--- src/rtl/hd_mux_accumulator_64.sv ---
// rtl/hd_mux_accumulator_64.sv - signed-select 64-lane accumulator with 3-stage adder tree
// Each lane passes or negates its feature, then the 64 lanes plus prev_result are summed.

module mux_two_one #(
    parameter int WIDTH = 8
) (
    input  logic             i_sel,
    input  logic [WIDTH-1:0] i_a,
    input  logic [WIDTH-1:0] i_b,
    output logic [WIDTH-1:0] o_y
);
    assign o_y = i_sel ? i_a : i_b;
endmodule

module pipelined_adder_tree_64 #(
    parameter int WIDTH = 16
) (
    input  logic                  clk,
    input  logic                  reset,
    input  logic [63:0][WIDTH-1:0] i_data,
    input  logic [WIDTH-1:0]      i_prev,
    output logic [WIDTH-1:0]      o_sum
);
    logic [31:0][WIDTH-1:0] w_l1;
    logic [15:0][WIDTH-1:0] w_l2;
    logic [7:0][WIDTH-1:0]  w_l3;
    logic [3:0][WIDTH-1:0]  w_l4;
    logic [1:0][WIDTH-1:0]  w_l5;
    logic [15:0][WIDTH-1:0] r_s1;
    logic [3:0][WIDTH-1:0]  r_s2;
    logic [WIDTH-1:0]       r_prev1;
    logic [WIDTH-1:0]       r_prev2;
    logic [WIDTH-1:0]       r_sum;

    always_comb begin
        w_l1 = '0;
        w_l2 = '0;
        for (int k = 0; k < 32; k++) w_l1[k] = i_data[2*k] + i_data[2*k+1];
        for (int k = 0; k < 16; k++) w_l2[k] = w_l1[2*k] + w_l1[2*k+1];
    end

    always_comb begin
        w_l3 = '0;
        w_l4 = '0;
        for (int k = 0; k < 8; k++) w_l3[k] = r_s1[2*k] + r_s1[2*k+1];
        for (int k = 0; k < 4; k++) w_l4[k] = w_l3[2*k] + w_l3[2*k+1];
    end

    always_comb begin
        w_l5 = '0;
        for (int k = 0; k < 2; k++) w_l5[k] = r_s2[2*k] + r_s2[2*k+1];
    end

    // prev_result rides a two-deep delay so it meets its own vector at the final add
    always_ff @(posedge clk) begin
        if (reset) begin
            r_s1    <= '0;
            r_s2    <= '0;
            r_prev1 <= '0;
            r_prev2 <= '0;
            r_sum   <= '0;
        end else begin
            r_s1    <= w_l2;
            r_s2    <= w_l4;
            r_prev1 <= i_prev;
            r_prev2 <= r_prev1;
            r_sum   <= w_l5[0] + w_l5[1] + r_prev2;
        end
    end

    assign o_sum = r_sum;
endmodule

module hd_mux_accumulator_64 #(
    parameter int INPUT_NUM   = 64,
    parameter int INPUT_WIDTH = 8,
    parameter int DIM_WIDTH   = 16
) (
    input  logic                                  clk,
    input  logic                                  reset,
    input  logic [INPUT_NUM-1:0][INPUT_WIDTH-1:0] features,
    input  logic [INPUT_NUM-1:0]                  projections,
    input  logic [DIM_WIDTH-1:0]                  prev_result,
    output logic [DIM_WIDTH-1:0]                  out
);
    logic [63:0][INPUT_WIDTH-1:0] w_neg;
    logic [63:0][INPUT_WIDTH-1:0] w_sel;
    logic [63:0][DIM_WIDTH-1:0]   w_ext;

    genvar gi;
    generate
        for (gi = 0; gi < 64; gi++) begin : g_lane
            // 8-bit negation wraps, so -128 stays -128
            assign w_neg[gi] = -features[gi];

            mux_two_one #(.WIDTH(INPUT_WIDTH)) u_mux (
                .i_sel (projections[gi]),
                .i_a   (features[gi]),
                .i_b   (w_neg[gi]),
                .o_y   (w_sel[gi])
            );

            assign w_ext[gi] = {{(DIM_WIDTH-INPUT_WIDTH){w_sel[gi][INPUT_WIDTH-1]}}, w_sel[gi]};
        end
    endgenerate

    pipelined_adder_tree_64 #(.WIDTH(DIM_WIDTH)) u_tree (
        .clk    (clk),
        .reset  (reset),
        .i_data (w_ext),
        .i_prev (prev_result),
        .o_sum  (out)
    );
endmodule

--- config.mk ---
export PLATFORM = sky130hd
export DESIGN_NAME = hd_mux_accumulator_64
export DESIGN_NICKNAME = d
export VERILOG_FILES = /design/src/rtl/hd_mux_accumulator_64.sv
export SDC_FILE = /design/constraint.sdc
export NUM_CORES = 2
export LEC_CHECK = 0
export ABC_CLOCK_PERIOD_IN_PS = 16700
export BUFFER_PORTS_ARGS = -buffer_cell sky130_fd_sc_hd__buf_2
export CAP_MARGIN = 10
export CORE_MARGIN = 2
export CORE_UTILIZATION = 38
export CTS_BUF_LIST = sky130_fd_sc_hd__clkbuf_8
export CTS_CLUSTER_DIAMETER = 50
export DETAILED_ROUTE_END_ITERATION = 8
export SYNTH_ARGS = -nofsm -noshare
export SYNTH_HDL_FRONTEND = slang
export SYNTH_HIERARCHICAL = 1
export SYNTH_SLANG_ARGS = --single-unit
--- constraint.sdc ---
create_clock -name clk -period 16.7 [get_ports clk]
set_clock_uncertainty 0.15 [all_clocks]
set_input_delay 5.01 -clock clk [delete_from_list [all_inputs] [get_ports clk]]
set_output_delay 5.01 -clock clk [all_outputs]
set_load 0.02 [all_outputs]
* Word level (Yosys, flattened, before mapping)
Cells that the tools add are included.
Storage, ports and cells: bits in registers 368, output and inout port bits 16, input bits 594, word-level logic and storage cells 215
Operators by class: add/sub/neg operators 128, muxes and demuxes 64
Operators with widths (count):
- $add A16 B16 Y16 | 32
- $mux W8 | 64
- $neg A8 Y8 | 64
- $add A8 B8 Y9 | 32

* Logic depth before layout (Yosys ltp)
word-level depth 4, mapped depth 17, gate-level depth less buffers 17

* Modules after synthesis
The synthesis kept the hierarchy.
By module, submodules not included:
- pipelined_adder_tree_64 | seq. area each 7367.1 µm², cells an instance 4297, area an instance 39810.7 µm², instances 1
- mux_two_one | seq. area each 0.0 µm², cells an instance 9, area an instance 131.4 µm², instances 64
- hd_mux_accumulator_64 | seq. area each 0.0 µm², cells an instance 1043, area an instance 8030.2 µm², instances 1

* Least setup slack after synthesis
Ideal clock, no wire load.
path kind input -> register, start input features[101] in the netlist's numbering, end register u_tree/r_s1[62] in the netlist's numbering, setup time 123 ps, data arrival time 8767 ps, path buffers 0, setup slack 7659 ps, cell stages on the path 14, required time 16427 ps, cell sequence or4_4 -> nor4_4 -> xnor2_1 -> mux2_4 -> inv_1 -> fa_1 -> fa_1 -> inv_1 -> ha_1 -> a21o_1 -> a221o_1 -> a221oi_2 -> o2bb2ai_1 -> mux2_1
RTL lines:
- start, declared | RTL line 81 | input logic [INPUT_NUM-1:0][INPUT_WIDTH-1:0] features,
- end signal, assigned | RTL line 63 | r_s1 <= w_l2;
- end, declared | RTL line 29 | logic [15:0][WIDTH-1:0] r_s1;

==> metrics.log <==
[metrics] post-route antenna net violation count: 0
[metrics] number of global-route vias before repair: 41400
[metrics] element type at the critical path start: input port
[metrics] proportion of layout cells with a drive suffix above 1: 21.3%
[metrics] fraction of registers with async set or reset after synthesis: 0%
[metrics] vias after detailed routing: roughly 40000
[metrics] post-synthesis adder-cell area fraction: 31.4%
[metrics] number of I/O port buffers: 609
[metrics] power per cell area: 168 mW/mm^2
[metrics] endpoint arrival time on the critical path: 9.17 ns
[metrics] main combinational cell family by area after synthesis: adder cells
[metrics] cells along the critical path: buf_2 -> or4_4 -> nor2_1 -> xnor2_1 -> mux2_4 -> inv_1 -> fa_1 -> fa_1 -> inv_1 -> ha_1 -> a21o_1 -> a21o_1 -> a221o_1 -> a221oi_2 -> o2bb2ai_1 -> mux2_1
[metrics] number of standard cells after synthesis: between 5000 and 6000
[metrics] number of synthesized register bits: 368
[metrics] FILL cells: between 10000 and 15000
[metrics] Max Fclk: 114 MHz
[metrics] Final setup viols: 0
[metrics] hold-critical path depth: 1
[metrics] clock slew at the register clock pins of the worst setup and hold paths: 0.06 ns
[metrics] TritonCTS clock tree: done
[metrics] clock buffer count from CTS: 79
[metrics] remaining design rule violation count: 0
[metrics] count of TritonRoute iterations in the first routing pass: 5
[metrics] core area: 0.147 mm^2
[metrics] number of antenna violations at the first check in global routing: 16
[metrics] max-cap violations: 0
[metrics] Hold Slack: approximately 0.30 ns
[metrics] count of buffer and inverter cells on the critical path: 3
[metrics] PostCTS Resize Cnt: 0
[metrics] crit path max-delay cell type: sky130_fd_sc_hd__or4_4
[metrics] Critical Path Fanout Max: 6
[metrics] Post-Route Setup TNS: 0 ns
[metrics] floorplan row count: about 140
[metrics] final critical-path share of the clock period: 52.5%
[metrics] Slew Limit Fails: 0
[metrics] cell leakage power: 30.0 nW
[metrics] maximum number of pins on one net before global-route repair: 167
[metrics] hold path start: u_tree/r_prev1[11]
[metrics] minimum clock period after layout: just under 9 ns
[metrics] Crit path max-delay family: adder cells
[metrics] nets: between 8000 and 9000
[metrics] hold bufs inserted after CTS: 0
[metrics] Initial DRC Count: 1482
[metrics] chip width: 389 um
[metrics] data required time at the worst endpoint: between 15 and 20 ns
[metrics] setup repair after global routing missed its margin: no
[metrics] worst vdd rail ir drop: 0.115 mV
[metrics] crit path kind: in2reg
[metrics] count of different cell masters after synthesis: 74
[metrics] number of flops mapped to enable cells by yosys: 0
[metrics] XOR/XNOR Fraction of Synth Area: 9.79%
[metrics] average instance area after synthesis: 9.51 um^2
[metrics] relative slew slack: 36.9%
[metrics] effective utilization at floorplan: 38.2%
[metrics] CTS sink count: between 300 and 400
[metrics] Syn Std Cell Area: 0.0562 mm^2
[metrics] Critical R2R Launch: u_tree/r_s2[33]
[metrics] overflow left after global routing: 0
[metrics] hold crit path type: reg2reg
[metrics] total chip power: 10.5 mW
[metrics] floorplan die height: 389 um
[metrics] Hold EP: u_tree/r_prev2[11]
[metrics] number of setup buffers added after CTS: 0
[metrics] worst-margin pin slew: 0.947 ns
[metrics] Die Footprint: between 0.15 and 0.2 mm^2
[metrics] maximum level of the CTS H-tree: 3
[metrics] number of nets produced by synthesis: around 7500
[metrics] worst skew pair latency: about 0.69 ns
[metrics] Simple-Gate Fraction of Synth Area: 13.6%
[metrics] CTS Buffer Depth: 3
[metrics] outcome: finished, final reports clean
[metrics] CTS root buffer: sky130_fd_sc_hd__clkbuf_8
[metrics] post-detailed-routing wire length: between 100000 and 150000 um
[metrics] launch point of the worst path: features[101]
[metrics] global-route wire length before repair: 212000 um
[metrics] GR Util All Layers: between 10% and 20%
[metrics] I/O pin count: 610
[metrics] worst reg2reg setup slack: about 12 ns
[metrics] capture instance of the worst register-to-register path: u_tree/o_sum[11]
[metrics] synthesis-to-finish area growth: 11.2%
[metrics] Util after Layout: between 40% and 50%
[metrics] crit path capture type: flip-flop
[metrics] Final Wtd Congestion: 0.879
[metrics] most used flip-flop cell after synthesis: sky130_fd_sc_hd__dfxtp_1
[metrics] multiplexer area fraction after synthesis: 14.5%
[metrics] cells on worst reg2reg path: 13
[metrics] mean routed wirelength per cell: 15.2 um
[metrics] Warnings, synthesis: 6
[metrics] Hold Violations, Final: 0
[metrics] synthesized-area fraction occupied by ao, oa, aoi and oai cells: 7.83%
[metrics] sequential-to-total area share from yosys stat: 13.1%
[metrics] Final HPWL DP: 111000 um
[metrics] CP max stage delay: 0.56 ns
[metrics] DR vias/cell: 4.72
layer usage:
metal  routed length (um)  GRT usage, %  vias up  share of wire [%]
li1                     -             -    20200                  -
met1                60500          22.9    19000                 47
met2                60600          29.1      609                 47
met3                 5250          2.48      131                4.1
met4                 2180          3.69       14                1.7
met5                   87             0        -              0.068
placed cells by master, fill, tap and decap left out, types with 138 or more instances in the layout:
cell / netlist / final
sky130_fd_sc_hd__nor2b_1: 162 / 162
sky130_fd_sc_hd__nor2_1: 410 / 410
sky130_fd_sc_hd__nor3_1: 194 / 194
sky130_fd_sc_hd__buf_2: 0 / 608
sky130_fd_sc_hd__a21oi_1: 182 / 182
sky130_fd_sc_hd__mux2_4: 512 / 512
sky130_fd_sc_hd__dfxtp_1: 368 / 368
sky130_fd_sc_hd__xor2_1: 167 / 167
sky130_fd_sc_hd__ha_1: 380 / 380
sky130_fd_sc_hd__xnor2_1: 462 / 462
sky130_fd_sc_hd__fa_1: 644 / 644
sky130_fd_sc_hd__nand2_1: 138 / 138
sky130_fd_sc_hd__inv_1: 1232 / 1245
cell usage after synthesis (64+ instances only):
master                        n  area [um^2]
sky130_fd_sc_hd__o21a_1      82          616
sky130_fd_sc_hd__xor2_1     167         1460
sky130_fd_sc_hd__a21oi_1    182          911
sky130_fd_sc_hd__nor2b_1    162         1010
sky130_fd_sc_hd__nor3_1     194          971
sky130_fd_sc_hd__nand2_1    138          518
sky130_fd_sc_hd__buf_6       64          721
sky130_fd_sc_hd__ha_1       380         4750
sky130_fd_sc_hd__a21o_1      80          601
sky130_fd_sc_hd__nand2b_1    69          432
sky130_fd_sc_hd__nor2_1     410         1540
sky130_fd_sc_hd__fa_1       644        12900
sky130_fd_sc_hd__mux2_4     512         7690
sky130_fd_sc_hd__dfxtp_1    368         7370
sky130_fd_sc_hd__o21ai_0    108          541
sky130_fd_sc_hd__inv_1     1232         4620
sky130_fd_sc_hd__xnor2_1    462         4050
registers in the layout, summed over array words and instances, names as in the netlist:
signal          flops
u_tree/o_sum       16
u_tree/r_s1       256
u_tree/r_prev2     16
u_tree/r_s2        64
u_tree/r_prev1     16
worst max path at each step:
| stage | endpoint | slack (ns) | cells past startpoint |
|---|---|---|---|
| CTS | u_tree/r_s1[62] | 8.04 | 15 |
| global placement | u_tree/r_s1[62] | 7.34 | 15 |
| detailed placement | u_tree/r_s1[62] | 7.30 | 15 |
| finish | u_tree/r_s1[62] | 7.93 | 16 |
| global route | u_tree/r_s1[142] | 7.79 | 16 |
| floorplan | u_tree/r_s1[62] | 7.66 | 14 |
where the power goes:
part / switching [mW] / internal [mW] / total (mW)
clock network: 0.451 / 0.574 / 1.02
logic: 4.52 / 3.55 / 8.07
registers: 0.176 / 1.26 / 1.44
total: 5.15 / 5.39 / 10.5
through the flow:
stage / cells / worst slack (ns) / area (um^2)
after floorplan: 5916 / 7.66 / 56200
after CTS: 8488 / 8.04 / 62500
after global routing: 8489 / 7.79 / 62500
final: 8489 / 7.93 / 62500
after detailed placement: 8345 / 7.30 / 60900
after global placement: 8345 / 7.34 / 60900
area by class of cell:
class / count / area (um^2) / area share [%]
Multi-Input combinational cell: 4203 / 43400 / 69.3
Sequential cell: 368 / 7370 / 11.8
Inverter: 1232 / 4620 / 7.39
Timing Repair Buffer: 612 / 3090 / 4.95
Tap cell: 1930 / 2410 / 3.86
Clock buffer: 91 / 1250 / 2.00
Clock inverter: 52 / 437 / 0.698
Antenna cell: 1 / 2.50 / 0.00400
kinds of logic (layout without fill, tap and decap cells):
group / Yosys count / after routing
AO/OA/AOI/OAI: 672 / 672
XOR/XNOR: 629 / 629
adder cells (fa/ha/maj): 1024 / 1024
buffers and inverters: 1345 / 1987
flip-flops: 368 / 368
multiplexers: 553 / 553
other: 0 / 1
AND/OR/NAND/NOR: 1325 / 1325
Note: power is estimated with default switching activity, not from simulation.
